`config.mk`:
```
export PLATFORM = sky130hd
export DESIGN_NAME = hilo_seq_ctrl_flat
export DESIGN_NICKNAME = d
export VERILOG_FILES = /design/src/rtl/hilo_seq_ctrl_if.sv /design/src/rtl/hilo_seq_ctrl.sv /design/src/flat_wrapper.sv
export SDC_FILE = /design/constraint.sdc
export NUM_CORES = 1
export LEC_CHECK = 0
export ABC_AREA = 1
export CAP_MARGIN = 10
export CORE_MARGIN = 10
export CORE_UTILIZATION = 42
export CTS_BUF_LIST = sky130_fd_sc_hd__clkbuf_4 sky130_fd_sc_hd__clkbuf_8 sky130_fd_sc_hd__clkbuf_16
export CTS_CLUSTER_SIZE = 28
export DETAILED_ROUTE_END_ITERATION = 10
export PLACE_DENSITY = 0.8
export RECOVER_POWER = 25
export SETUP_SLACK_MARGIN = 0.3
export SYNTH_ARGS = -nofsm -noshare
export SYNTH_HDL_FRONTEND = slang
export SYNTH_SLANG_ARGS = --single-unit
```
`constraint.sdc`:
```
create_clock -name clk -period 3.3 [get_ports clk]
set_clock_uncertainty 0.15 [all_clocks]
set_input_delay 0.33 -clock clk [delete_from_list [all_inputs] [get_ports clk]]
set_output_delay 0.33 -clock clk [all_outputs]
set_load 0.01 [all_outputs]
```
`src/rtl/hilo_seq_ctrl_if.sv`:
```
// Decode-side request/read-stall handshake plus the command bundle that drives the HI/LO unit.
// The master modport is the decode/pipeline side; the slave modport is the sequencer.
interface hilo_seq_ctrl_if;
    logic        req_valid;
    logic        req_ready;
    logic [2:0]  req_op;
    logic [31:0] req_a;
    logic [31:0] req_b;
    logic        flush;
    logic        rd_req;
    logic        stall;
    logic        busy;
    logic        div_zero;
    logic        unit_write_en;
    logic [1:0]  unit_op;
    logic        unit_sin;
    logic [31:0] unit_in_1;
    logic [31:0] unit_in_2;

    modport master (
        output req_valid, req_op, req_a, req_b, flush, rd_req,
        input  req_ready, stall, busy, div_zero,
        input  unit_write_en, unit_op, unit_sin, unit_in_1, unit_in_2
    );

    modport slave (
        input  req_valid, req_op, req_a, req_b, flush, rd_req,
        output req_ready, stall, busy, div_zero,
        output unit_write_en, unit_op, unit_sin, unit_in_1, unit_in_2
    );
endinterface

```
`src/rtl/hilo_seq_ctrl.sv`:
```
// Sequencer in front of the HI/LO unit: accepts one HI/LO-writing op, waits out the
// multiply/divide latency, then issues a single-cycle write and stalls MFHI/MFLO until then.
module hilo_seq_ctrl #(
    parameter int MULT_LAT = 4,
    parameter int DIV_LAT  = 32
) (
    input  logic            clk,
    input  logic            reset,
    hilo_seq_ctrl_if.slave  bus
);

    typedef enum logic [1:0] {
        IDLE   = 2'd0,
        WAIT   = 2'd1,
        COMMIT = 2'd2
    } state_e;

    localparam logic [5:0] MULT_CNT = 6'(MULT_LAT - 1);
    localparam logic [5:0] DIV_CNT  = 6'(DIV_LAT - 1);

    state_e      state_q;
    logic [5:0]  cnt_q;
    logic [1:0]  op_q;
    logic        sin_q;
    logic [31:0] a_q;
    logic [31:0] b_q;
    logic        wen_q;
    logic        dz_q;

    logic [1:0]  op_d;
    logic        sin_d;
    logic        long_d;
    logic        legal_d;
    logic [5:0]  cnt_d;

    always_comb begin
        op_d    = 2'b00;
        sin_d   = 1'b0;
        long_d  = 1'b0;
        legal_d = 1'b1;
        cnt_d   = 6'd0;
        unique case (bus.req_op)
            3'b000: op_d = 2'b00;
            3'b001: op_d = 2'b01;
            3'b010, 3'b011: begin
                op_d   = 2'b10;
                sin_d  = bus.req_op[0];
                long_d = 1'b1;
                cnt_d  = MULT_CNT;
            end
            3'b100, 3'b101: begin
                op_d   = 2'b11;
                sin_d  = bus.req_op[0];
                long_d = 1'b1;
                cnt_d  = DIV_CNT;
            end
            default: legal_d = 1'b0;
        endcase
    end

    always_ff @(posedge clk or posedge reset) begin
        if (reset) begin
            state_q <= IDLE;
            cnt_q   <= 6'd0;
            op_q    <= 2'b00;
            sin_q   <= 1'b0;
            a_q     <= 32'd0;
            b_q     <= 32'd0;
            wen_q   <= 1'b0;
            dz_q    <= 1'b0;
        end else begin
            unique case (state_q)
                IDLE: begin
                    // Illegal ops are consumed here and never reach the unit.
                    if (bus.req_valid && legal_d) begin
                        op_q  <= op_d;
                        sin_q <= sin_d;
                        a_q   <= bus.req_a;
                        b_q   <= bus.req_b;
                        if (long_d) begin
                            state_q <= WAIT;
                            cnt_q   <= cnt_d;
                        end else begin
                            state_q <= COMMIT;
                            wen_q   <= 1'b1;
                        end
                    end
                end
                WAIT: begin
                    if (bus.flush) begin
                        state_q <= IDLE;
                    end else if (cnt_q == 6'd0) begin
                        state_q <= COMMIT;
                        // A zero divisor turns the commit into a div_zero report instead of a write.
                        if (op_q == 2'b11 && b_q == 32'd0) begin
                            dz_q <= 1'b1;
                        end else begin
                            wen_q <= 1'b1;
                        end
                    end else begin
                        cnt_q <= cnt_q - 6'd1;
                    end
                end
                COMMIT: begin
                    state_q <= IDLE;
                    wen_q   <= 1'b0;
                    dz_q    <= 1'b0;
                end
                default: begin
                    state_q <= IDLE;
                    wen_q   <= 1'b0;
                    dz_q    <= 1'b0;
                end
            endcase
        end
    end

    // COMMIT stalls too: HI/LO only takes the new value at the end of that cycle.
    assign bus.req_ready     = (state_q == IDLE);
    assign bus.busy          = (state_q != IDLE);
    assign bus.stall         = bus.rd_req && (state_q != IDLE);
    assign bus.div_zero      = dz_q;
    assign bus.unit_write_en = wen_q;
    assign bus.unit_op       = op_q;
    assign bus.unit_sin      = sin_q;
    assign bus.unit_in_1     = a_q;
    assign bus.unit_in_2     = b_q;

endmodule

```
`src/flat_wrapper.sv`:
```
// flat-port wrapper written by rule: the top's interface ports become plain ports
module hilo_seq_ctrl_flat 
#(
    parameter int MULT_LAT = 4,
    parameter int DIV_LAT  = 32
)
  (clk, reset, bus_req_valid, bus_req_op, bus_req_a, bus_req_b, bus_flush, bus_rd_req, bus_req_ready, bus_stall, bus_busy, bus_div_zero, bus_unit_write_en, bus_unit_op, bus_unit_sin, bus_unit_in_1, bus_unit_in_2);
  hilo_seq_ctrl_if bus_i ();
  input  logic clk;
  input  logic reset;
  input wire logic [$bits(bus_i.req_valid)-1:0] bus_req_valid;
  input wire logic [$bits(bus_i.req_op)-1:0] bus_req_op;
  input wire logic [$bits(bus_i.req_a)-1:0] bus_req_a;
  input wire logic [$bits(bus_i.req_b)-1:0] bus_req_b;
  input wire logic [$bits(bus_i.flush)-1:0] bus_flush;
  input wire logic [$bits(bus_i.rd_req)-1:0] bus_rd_req;
  output wire logic [$bits(bus_i.req_ready)-1:0] bus_req_ready;
  output wire logic [$bits(bus_i.stall)-1:0] bus_stall;
  output wire logic [$bits(bus_i.busy)-1:0] bus_busy;
  output wire logic [$bits(bus_i.div_zero)-1:0] bus_div_zero;
  output wire logic [$bits(bus_i.unit_write_en)-1:0] bus_unit_write_en;
  output wire logic [$bits(bus_i.unit_op)-1:0] bus_unit_op;
  output wire logic [$bits(bus_i.unit_sin)-1:0] bus_unit_sin;
  output wire logic [$bits(bus_i.unit_in_1)-1:0] bus_unit_in_1;
  output wire logic [$bits(bus_i.unit_in_2)-1:0] bus_unit_in_2;
  assign bus_i.req_valid = bus_req_valid;
  assign bus_i.req_op = bus_req_op;
  assign bus_i.req_a = bus_req_a;
  assign bus_i.req_b = bus_req_b;
  assign bus_i.flush = bus_flush;
  assign bus_i.rd_req = bus_rd_req;
  assign bus_req_ready = bus_i.req_ready;
  assign bus_stall = bus_i.stall;
  assign bus_busy = bus_i.busy;
  assign bus_div_zero = bus_i.div_zero;
  assign bus_unit_write_en = bus_i.unit_write_en;
  assign bus_unit_op = bus_i.unit_op;
  assign bus_unit_sin = bus_i.unit_sin;
  assign bus_unit_in_1 = bus_i.unit_in_1;
  assign bus_unit_in_2 = bus_i.unit_in_2;
  hilo_seq_ctrl #(.MULT_LAT(MULT_LAT), .DIV_LAT(DIV_LAT)) u_core (.clk(clk), .reset(reset), .bus(bus_i));
endmodule
```
; Word level (Yosys, flattened, before mapping)
; Index checks and enable logic that the tools add are counted.
[classes]
addsub = 1
eq_ne = 16
muxes = 25
bitwise = 1
n_reduce_logical = 18
[ops]
columns = cell, n
row1 = $logic_not 32->1, 1
row2 = $mux 6, 4
row3 = $pmux 6 s2, 1
row4 = $mux 1, 11
row5 = $pmux 5 s2, 1
row6 = $reduce_and 5->1, 2
row7 = $mux 2, 4
row8 = $ne 2x1->1 const B, 4
row9 = $ne 2x2->1 const B, 4
row10 = $eq 3x2->1 const B, 2
row11 = $eq 3x3->1 const B, 2
row12 = $logic_not 6->1, 1
row13 = $pmux 2 s3, 1
row14 = $reduce_or 6->1, 1
row15 = $sub 6x1->6 const B, 1
row16 = $pmux 1 s2, 2
row17 = $pmux 2 s2, 1
row18 = $reduce_and 2->1, 2
row19 = $reduce_and 4->1, 1
row20 = $reduce_bool 2->1, 2
row21 = $reduce_or 2->1, 2
row22 = $reduce_or 4->1, 1
row23 = $eq 3x1->1 const B, 1
row24 = $logic_and 1x1->1, 3
row25 = 6 further kinds, 6
[word_totals]
regBits = 77
inputBits = 72
out_inout_bits = 72
elab_cells = 69

; Logic depth before layout (Yosys ltp)
[logic_depth]
word_depth = 6
ltp_mapped = 9
mapped_depth_nobuf = 9

; Worst setup path before layout
; No wires, ideal clock.
[synth_path]
path_type = register to register
startpoint = reg u_core.state_q[0]
endpoint = reg u_core.b_q[18] (netlist: u_core.bus.unit_in_2[18])
setup_ns = 0.117
arrival_time_ns = 1.267
required_ns = 3.033
path_slack_ns = 1.766
path_stages_with_launch = 9
n_path_buf = 2
synth_period_minus_slack_ns = 1.534
path_cell_list = dfrtp_1 > nor2_4 > inv_2 > nor2_8 > inv_2 > buf_4 > buf_2 > nand2_1 > nand2_1
[synth_between]
elab_chain_cells = 2
[synth_rtl]
columns = item, line
row1 = start: declaration, hilo_seq_ctrl.sv:21  ; state_e state_q;
row2 = start signal: assignment, hilo_seq_ctrl.sv:63  ; state_q <= IDLE;
row3 = start signal: assignment, hilo_seq_ctrl.sv:81  ; state_q <= WAIT;
row4 = start signal: assignment, hilo_seq_ctrl.sv:84  ; state_q <= COMMIT;
row5 = $logic_not 2->1, --
row6 = named net bus_req_ready, flat_wrapper.sv:17  ; output wire logic [$bits(bus_i.req_ready)-1:0] bus_req_ready;
row7 = $reduce_and 2->1 (no source line), --
row8 = end signal: assignment, hilo_seq_ctrl.sv:79  ; b_q <= bus.req_b;
row9 = end: declaration, hilo_seq_ctrl.sv:26  ; logic [31:0] b_q;
; The timed path passes the listed nets, and every way through them passes these cells.
; A chain may end at the register's enable or synchronous reset.

==> flow_summary.ini <==
[outcome]
status = completed

[clock_network]
htreeDepth = 3
root_buffer = clkbuf_8
cts_resized = 0
cts_tree = done
clk_pin_slew_ns = 0.07
cts_sinks = 77
postCtsHoldBufs = 0
cts_inserted_buffers = 9
clock_path_buffers = 2
clkLatencyLatePin_ns = 0.34
post-cts-setup-buffer-count = 0

[pwr]
leakagePower_uw = 0.002422
ir_drop_uv = 403.8
power_density_nw_per_um2 = 868.6

[critical_path]
worst-r2r-setup-slack_ns = 1.11
cp.required_ns = 3.35
slowest_delay_ns = 1.11
reg2reg_depth = 6
crit_fanout = 28
r2r_start = u_core.state_q[0]$_DFFE_PP0P_
critPathSlowestCell = clkbuf_1
worstSetupStartpointType = input port
arrival_ns = 2.39
path_cells = dlygate4sd3_1 > clkinvlp_2 > clkbuf_1
cp-end-kind = async pin
r2r-end = u_core.bus.unit_op[0]$_DFFE_PP0P_
crit_type = in2async

[placed_design]
post-dp-hpwl_um = 7284
placed_area_um2 = 4787
gp_congestion = 0.7907
port_buffers = 143
place_ws_ns = 0.6995

[synthesis]
ys_seq_elements = 77
syn_avg_cell_area_um2 = 8.211
synth-seq-area-share_pct = 58.38
syn_nets = 476
synthDistinctLibCells = 23
ys.warnings.count = 0
netlist_area_um2 = 3301
synth_largest_area_cell = dfrtp_1
syn_inst = 402
synth_top_area_share_pct = 58.38
synth_area_leaders = dfrtp_1, nand2_1, nor2_1

[timing]
final.min_clock_period_ns = 2.336
hold_viol_final = 0
finalWorstSetupSlack_ns = 0.9642
timing.hold.ws_ns = 0.3186
setup_viol = 0
fin_crit_sh_pct = 70.78
maxSlewHeadroom_pct = 3.122
drv_slew = 0
worstMarginPinSlew_ns = 1.453
rsz0062_at_grt = false
fmax_mhz = 428.1
setup_tns_ns = 0

[floorplanning]
core_um2 = 7687
die_h_um = 108.7
rows = 32
dieArea_um2 = 11800
ioPinCount = 144
initial_core_util_pct = 42.94
die-width_um = 108.7

[min_path]
min_from = u_core.bus.unit_in_1[18]$_DFFE_PP0P_
holdPathStages = 2
whs_endpoint = u_core.bus.unit_in_1[18]$_DFFE_PP0P_
hold_path.class = reg2reg

[finish]
n_antenna_cell = 0
layout.nets = 618
area_delta_synth_final_pct = 50.87
layout_commonest_cell = nand2_1
layout-drive-gt1-share_pct = 4.562
fin_area_um2 = 4980
mostFrequentLayoutCells = nand2_1, clkdlybuf4s50_1, dfrtp_1, nor2_1, inv_1
finalCoreUtilization_pct = 64.78

[global_routing]
grt_max_degree = 59
grt_overflow_total = 0
grt_use_total_pct = 16.29
antenna_found_initial = 0
grt_pass1_vias = 3075
grt_pass1_wl_um = 15300

[routing]
wire_per_inst_um = 14.60
wirelength_um = 9489
first_pass_iters = 5
drcViolationCount = 0
drtIter0Drc = 98
antenna_left = 0
viasPerCell = 4.697
via_count = 3053

[run]
drv_cap = 0
-- metal layers --
| metal | global-route usage (%) | part of all wire (%) | vias to the layer above |
|---|---|---|---|
| li1 | - | - | 1509 |
| met1 | 19.05 | 40 | 1417 |
| met2 | 25.56 | 45 | 112 |
| met3 | 7.847 | 12 | 15 |
| met4 | 6.026 | 1.9 | 0 |
| met5 | 0 | 0 | - |
-- worst max-delay path, delay by kind of cell --
family	cells	cell delay, ns
buffers and inverters	3	2.04
-- registers in the layout, indices dropped and copies added (netlist names) --
| name | flops |
|---|---|
| u_core.bus.div_zero | 1 |
| u_core.bus.unit_in_1 | 32 |
| u_core.bus.unit_in_2 | 32 |
| u_core.bus.unit_op | 2 |
| u_core.bus.unit_sin | 1 |
| u_core.bus.unit_write_en | 1 |
| u_core.cnt_q | 6 |
| u_core.state_q | 2 |
-- report_power, final --
group | internal, uW | leakage, uW | total (uW) | switching, uW
registers | 1370 | 0.000953 | 1650 | 283
logic | 1010 | 0.00137 | 1960 | 952
clock network | 384 | 0.000101 | 711 | 327
-- how the worst max path moves through the flow --
stage | start | end | cells after the start
after global routing | reset | u_core.bus.unit_in_1[17]$_DFFE_PP0P_ | 3
after global placement | bus_req_op[2] | u_core.bus.unit_op[0]$_DFFE_PP0P_ | 7
after floorplan | reset | u_core.bus.div_zero$_DFFE_PP0P_ | 1
after detailed placement | bus_req_op[2] | u_core.bus.unit_op[0]$_DFFE_PP0P_ | 7
final | reset | u_core.bus.unit_in_1[5]$_DFFE_PP0P_ | 3
after CTS | u_core.state_q[0]$_DFFE_PP0P_ | u_core.bus.unit_op[0]$_DFFE_PP0P_ | 6
-- area by class of cell --
type                            count  area (um2)
Inverter                           26       98.84
Clock buffer                       11       151.4
Timing Repair Buffer              146        1448
Fill cell                         653        2708
Tap cell                          102       127.6
Multi-Input combinational cell    284        1180
Clock inverter                      4       47.55
Sequential cell                    77        1927
-- cells by family (layout without fill, tap and decap cells) --
group           after synthesis  after routing  share of synthesized area, %
compound gates               23             23                         3.639
xor+xnor                      1              1                        0.2654
fa+ha+maj                     2              2                        0.7580
buf+inv                      41            187                         5.876
flops                        77             77                         58.38
simple gates                258            258                         31.08
-- cell usage after synthesis (all sizes together) --
master	instances
dfrtp	77
nor2	32
o21a	1
nand3	11
nand2	208
a31oi	2
ha	2
nand4	3
o21ai	18
a21oi	2
nor3	4
clkbuf	2
inv	26
buf	13
xnor2	1
-- metrics by stage --
step | power (uW) | std cells
5_1_grt | 4674 | 650
6_report | 4325 | 650
3_3_place_gp | 3592 | 635
3_5_place_dp | 3665 | 635
4_1_cts | 4392 | 650
2_1_floorplan | 2529 | 402
No activity file was read; power rests on OpenSTA's default activity.
